--- src/rtl/imem_arbiter.sv ---
`default_nettype none
// ============================================================================
// Module   : imem_arbiter
// Brief    : Shares the single combinational instruction-memory read port
//            between the CPU fetch stage (port 0, fixed priority) and a
//            debug/trace reader (port 1, starvation-bounded). Each port has a
//            valid/ready request channel and one registered response slot.
// Options  : IMEM_ARB_ALIGN_CHK_EN - when defined, misaligned or out-of-range
//            addresses return data 0 with the error flag set; otherwise the
//            error outputs are tied low and memory data passes through as-is.
// Revision : 1.0 - initial release
// ============================================================================
module imem_arbiter #(
  parameter int ADDR_W       = 32,
  parameter int DATA_W       = 32,
  parameter int STARVE_LIMIT = 4,
  parameter int MEM_WORDS    = 32
) (
  input  logic              clk_i,
  input  logic              rst_i,
  input  logic              req0_valid_i,
  input  logic [ADDR_W-1:0] req0_addr_i,
  output logic              req0_ready_o,
  input  logic              req1_valid_i,
  input  logic [ADDR_W-1:0] req1_addr_i,
  output logic              req1_ready_o,
  output logic              rsp0_valid_o,
  output logic [DATA_W-1:0] rsp0_data_o,
  output logic              rsp0_err_o,
  input  logic              rsp0_ready_i,
  output logic              rsp1_valid_o,
  output logic [DATA_W-1:0] rsp1_data_o,
  output logic              rsp1_err_o,
  input  logic              rsp1_ready_i,
  output logic [ADDR_W-1:0] mem_addr_o,
  input  logic [DATA_W-1:0] mem_instr_i
);

  localparam int               CNT_W      = $clog2(STARVE_LIMIT + 1);
  localparam logic [CNT_W-1:0] STARVE_MAX = CNT_W'(STARVE_LIMIT);

  // Elaboration-time sanity checks on the configuration.
  if (STARVE_LIMIT < 1) begin : g_bad_starve_limit
    $error("imem_arbiter: STARVE_LIMIT must be at least 1");
  end
  if (MEM_WORDS < 1) begin : g_bad_mem_words
    $error("imem_arbiter: MEM_WORDS must be at least 1");
  end

  logic              rsp0_valid_q, rsp0_valid_d;
  logic              rsp1_valid_q, rsp1_valid_d;
  logic [DATA_W-1:0] rsp0_data_q, rsp0_data_d;
  logic [DATA_W-1:0] rsp1_data_q, rsp1_data_d;
  logic [CNT_W-1:0]  starve_cnt_q, starve_cnt_d;

  logic              elig0, elig1;
  logic              gnt0, gnt1;
  logic              starve_hit;
  logic [DATA_W-1:0] capture_data;

  // A port may be served when it has a request and its slot is free or
  // being drained this very cycle (that is what gives 1 response/cycle).
  assign elig0      = req0_valid_i && (!rsp0_valid_q || rsp0_ready_i);
  assign elig1      = req1_valid_i && (!rsp1_valid_q || rsp1_ready_i);
  assign starve_hit = (starve_cnt_q == STARVE_MAX);

  // Grant decision: port 0 by default, port 1 when port 0 cannot go or when
  // port 1 has waited long enough; nothing is granted while in reset.
  always_comb begin
    gnt0 = 1'b0;
    gnt1 = 1'b0;
    if (rst_i) begin
      if (elig1 && (!elig0 || starve_hit)) begin
        gnt1 = 1'b1;
      end else if (elig0) begin
        gnt0 = 1'b1;
      end
    end
  end

  assign req0_ready_o = gnt0;
  assign req1_ready_o = gnt1;

  // Memory address follows the winner; idle cycles drive zero.
  always_comb begin
    mem_addr_o = '0;
    if (gnt0) begin
      mem_addr_o = req0_addr_i;
    end else if (gnt1) begin
      mem_addr_o = req1_addr_i;
    end
  end

`ifdef IMEM_ARB_ALIGN_CHK_EN
  logic addr_bad;
  logic rsp0_err_q, rsp0_err_d;
  logic rsp1_err_q, rsp1_err_d;

  // Flag granted addresses that are not word aligned or fall past the end.
  always_comb begin
    addr_bad = (mem_addr_o[1:0] != 2'b00) ||
               ((mem_addr_o >> 2) >= ADDR_W'(MEM_WORDS));
  end

  assign capture_data = addr_bad ? '0 : mem_instr_i;

  // Error flag travels with the data it describes.
  always_comb begin
    rsp0_err_d = rsp0_err_q;
    rsp1_err_d = rsp1_err_q;
    if (gnt0) begin
      rsp0_err_d = addr_bad;
    end
    if (gnt1) begin
      rsp1_err_d = addr_bad;
    end
  end

  // Error flag registers.
  always_ff @(posedge clk_i or negedge rst_i) begin
    if (!rst_i) begin
      rsp0_err_q <= 1'b0;
      rsp1_err_q <= 1'b0;
    end else begin
      rsp0_err_q <= rsp0_err_d;
      rsp1_err_q <= rsp1_err_d;
    end
  end

  assign rsp0_err_o = rsp0_err_q;
  assign rsp1_err_o = rsp1_err_q;
`else
  assign capture_data = mem_instr_i;
  assign rsp0_err_o   = 1'b0;
  assign rsp1_err_o   = 1'b0;
`endif

  // Response slots: load on grant, empty on consume, otherwise hold.
  always_comb begin
    rsp0_valid_d = rsp0_valid_q;
    rsp0_data_d  = rsp0_data_q;
    rsp1_valid_d = rsp1_valid_q;
    rsp1_data_d  = rsp1_data_q;
    if (gnt0) begin
      rsp0_valid_d = 1'b1;
      rsp0_data_d  = capture_data;
    end else if (rsp0_ready_i) begin
      rsp0_valid_d = 1'b0;
    end
    if (gnt1) begin
      rsp1_valid_d = 1'b1;
      rsp1_data_d  = capture_data;
    end else if (rsp1_ready_i) begin
      rsp1_valid_d = 1'b0;
    end
  end

  // Starvation counter: counts consecutive losses of an eligible port 1.
  always_comb begin
    starve_cnt_d = starve_cnt_q;
    if (gnt1 || !req1_valid_i) begin
      starve_cnt_d = '0;
    end else if (elig1 && !starve_hit) begin
      starve_cnt_d = starve_cnt_q + 1'b1;
    end
  end

  // State registers; reset discards any held responses immediately.
  always_ff @(posedge clk_i or negedge rst_i) begin
    if (!rst_i) begin
      rsp0_valid_q <= 1'b0;
      rsp0_data_q  <= '0;
      rsp1_valid_q <= 1'b0;
      rsp1_data_q  <= '0;
      starve_cnt_q <= '0;
    end else begin
      rsp0_valid_q <= rsp0_valid_d;
      rsp0_data_q  <= rsp0_data_d;
      rsp1_valid_q <= rsp1_valid_d;
      rsp1_data_q  <= rsp1_data_d;
      starve_cnt_q <= starve_cnt_d;
    end
  end

  assign rsp0_valid_o = rsp0_valid_q;
  assign rsp0_data_o  = rsp0_data_q;
  assign rsp1_valid_o = rsp1_valid_q;
  assign rsp1_data_o  = rsp1_data_q;

endmodule
`default_nettype wire

--- config.mk ---
export PLATFORM = sky130hd
export DESIGN_NAME = imem_arbiter
export DESIGN_NICKNAME = d
export VERILOG_FILES = /design/src/rtl/imem_arbiter.sv
export SDC_FILE = /design/constraint.sdc
export NUM_CORES = 1
export LEC_CHECK = 0
export CAP_MARGIN = 0
export CORE_UTILIZATION = 30
export DETAILED_ROUTE_END_ITERATION = 16
export PLACE_DENSITY = 0.7
export REMOVE_ABC_BUFFERS = 1
export SKIP_LAST_GASP = 1
export SLEW_MARGIN = 20
export SYNTH_ARGS = -nofsm -noshare
export SYNTH_HDL_FRONTEND = slang
export SYNTH_SLANG_ARGS = --single-unit
--- constraint.sdc ---
create_clock -name clk_i -period 3.79 [get_ports clk_i]
set_input_delay 1.137 -clock clk_i [delete_from_list [all_inputs] [get_ports clk_i]]
set_output_delay 1.137 -clock clk_i [all_outputs]
set_load 0.01 [all_outputs]
==> metrics.md <==
| Metric | Value |
|---|---|
| Final setup viols | 0 |
| First-pass DRT Iterations | 4 |
| Yosys warnings | 0 |
| Comb power frac | 38.2% |
| Required time of the worst setup path | 2.65 ns |
| PwrDens | 421 nW/µm² |
| Die area | 11500 µm² |
| DR iter-0 viols | 200 |
| Initial antenna violation count | 0 |
| Drt drc | 0 |
| Sw frac | 27.8% |
| Max_slew headroom | 40.7% |
| Hold Crit Class | reg -> reg |
| Async set-or-reset flop fraction in the synthesized netlist | 100% |
| DP Wirelength | 7050 µm |
| Clock power share | 21.5% |
| Worst slew pin tran | 0.889 ns |
| Post-synth EDFFs | 0 |
| P_sw | 676 µW |
| Initial Util | 30.7% |
| Fin. max-slew vios | 0 |
| CP endpoint kind | output pin |
| Clock tree from TritonCTS | done |
| Post-route cell area | 5770 µm² |
| Unrepaired setup endpoints after global routing | false |
| Layout cells sized above 1 | 28.7% |
| Max_cap viols | 0 |
| Crit path cell chain | dlygate4sd2_1 -> nand2b_4 -> a311oi_4 -> buf_12 -> buf_6 -> bufbuf_16 -> nand3_1 -> o21ai_1 -> buf_2 |
| Gr usage total | 18.2% |
| Grt ovf | 0 |
| DR WL/cell | 16.4 µm |
| Antenna-violating nets left | 0 |
| Period utilization | 97.7% |
| Hold depth | 1 |
| WP depth | 9 |
| Synth top area share | 51.9% |
| CTS max path bufs | 2 |
| Fin nets | 596 |
| Synth Area per Inst | 11.9 µm² |
| Drt total wl | 10400 µm |
| Die height | 107 µm |
| # diodes | 0 |
| Via count | 3014 |
| P_int | 1750 µW |
| Synth-to-Final Area Change | 73.4% |
| Worst Slack Setup Final | 0.0874 ns |
| Worst Reg-to-Reg Cells | 10 |
| Mapped Cells | 279 |
| Status | completed |
| GPL Wtd Cong | 0.798 |
| Sequential share of power | 40.3% |
| Post-Place Setup Slack | -0.558 ns |
| Seq/Total Area, Yosys | 51.9% |
| Post-Syn Area | 3330 µm² |
| Num CTS Buffers | 9 |
| Fillers | 979 |
| Dpl cell area | 5500 µm² |
| Top delay family on crit path | buffers and inverters |
| Clock-pin slew on the worst setup and hold paths | 0.07 ns |
| CTS sink cnt | 69 |
| # IOs | 204 |
| Peak VDD IR | 0.000275 V |
| Power Total | 2430 µW |
| Count leader, synth | dfrtp_1 |
| Hold slack | 0.506 ns |
| Max Fanout on Critical Path | 10 |
| Netlist cell types | 25 |
| Synth area leader | dfrtp_1 |
| P_leak | 0.00256 µW |
| Post-route setup TNS | 0 ns |
| Top post-synthesis cells by area | dfrtp_1 52%, mux2_2 13%, mux2_4 12%, nand3_1 5.0%, o21ai_0 4.8% |
| Largest net degree at the start of global routing | 72 |
| Final Hold Viols | 0 |
| Worst-Skew Late Latency | 0.34 ns |
| Num rows | 38 |
| CP Buf/Inv Count | 5 |
| Highest clock rate | 270 MHz |
| Slowest CP cell | bufbuf_16 |
| Commonest cells post-synth | 69 x dfrtp_1, 37 x mux2_2, 36 x nand2_1, 33 x nand3_1, 32 x o21ai_0 |
| CP Data Arrival Time | 2.57 ns |
| Yosys reg bits | 69 |
| Vias per inst | 4.75 |
| # port buffers | 201 |
| Die width | 107 µm |
| Global-route wire length before repair | 15900 µm |
| Clock Skews | 0.00617 ns |
| CP max stage delay | 0.26 ns |
| Worst Setup Start Kind | input pin |
| Min Tclk post-route | 3.70 ns |
| Clk root buf | clkbuf_8 |
| Vias in the first global route | 3145 |
| Htree depth | 3 |
| Hold_buf cts | 0 |
| Top_reg_cell synth | dfrtp_1 |
| Setup CP Type | in -> out |
| Core region area | 10800 µm² |
==> cell usage in the layout (no fill, tap or decap), types with 2 or more instances in the layout <==
cell	n
dfrtp_1	69
inv_1	4
clkinv_2	2
buf_16	3
bufbuf_16	2
nand3_1	32
dlygate4sd2_1	7
mux2_4	27
o21ai_1	5
mux2_2	37
buf_4	12
nand2_1	36
clkdlybuf4s50_1	162
clkbuf_8	11
o21ai_0	26
ha_1	2
buf_2	30
conb_1	2
buf_12	5
==> per-stage QoR <==
step,instances,utilization [%]
6_report,635,53.2
3_3_place_gp,610,50.7
2_1_floorplan,257,-
3_5_place_dp,610,50.7
4_1_cts,635,53.2
5_1_grt,635,53.2
==> cell families (layout without fill, tap and decap cells) <==
| kind of cell | count (synthesis) | in the layout | share of synthesized area (%) |
|---|---|---|---|
| simple gates | 77 | 77 | 10.8 |
| flops | 69 | 69 | 51.9 |
| mux | 64 | 64 | 24.7 |
| compound gates | 37 | 37 | 6.66 |
| buf+inv | 28 | 243 | 4.81 |
| fa+ha+maj | 2 | 2 | 0.752 |
| other cells | 1 | 2 | 0.113 |
| xor+xnor | 1 | 1 | 0.263 |
==> timing repair <==
action                                  CTS  global route
endpoints found under the setup margin   34             0
resized for setup                       153             0
setup buffers                             6             0
==> power groups by stage <==
| stage | registers (µW) | logic (µW) | clock network (µW) |
|---|---|---|---|
| 2_1_floorplan | 1060 | 269 | 0 |
| 3_3_place_gp | 982 | 891 | 0 |
| 3_5_place_dp | 990 | 901 | 0 |
| 4_1_cts | 980 | 939 | 547 |
| 5_1_grt | 998 | 987 | 574 |
| 6_report | 980 | 929 | 521 |
==> layer usage <==
layer | up-vias | GRT usage, % | part of all wire [%]
li1 | 1389 | - | -
met1 | 1459 | 19.3 | 38
met2 | 149 | 31.3 | 49
met3 | 17 | 7.57 | 10
met4 | 0 | 8.81 | 2.3
met5 | - | 0 | 0
==> final cells by class <==
type / count / area [µm²] / share of cell area (%)
inverters: 5 / 18.8 / 0.325
well taps: 140 / 175 / 3.04
flip-flops and latches: 69 / 1730 / 29.9
multi-input cells: 183 / 1480 / 25.6
clock inverters: 2 / 10.0 / 0.173
repair buffers: 224 / 2210 / 38.3
clock buffers: 12 / 155 / 2.69
==> registers in the layout, indices dropped and copies added (netlist names) <==
name	count
rsp0_data_o	32
rsp1_data_o	32
starve_cnt_q	3
rsp0_valid_o	1
rsp1_valid_o	1
==> final timing paths <==
| path | from | endpoint | slack, ns |
|---|---|---|---|
| max reg2reg | starve_cnt_q[0]$_DFFE_PN0P_ | rsp1_data_o[31]$_DFFE_PN0P_ | 1.30 |
| min | rsp0_data_o[17]$_DFFE_PN0P_ | rsp0_data_o[17]$_DFFE_PN0P_ | 0.51 |
| max | rsp0_ready_i | mem_addr_o[9] | 0.09 |
| min in group asynchronous | rst_i | starve_cnt_q[2]$_DFFE_PN0P_ | 1.46 |
| max in group asynchronous | rst_i | rsp1_data_o[12]$_DFFE_PN0P_ | 1.75 |
| min reg2reg | rsp0_data_o[17]$_DFFE_PN0P_ | rsp0_data_o[17]$_DFFE_PN0P_ | 0.51 |
Power figures use the tool's default switching activity.
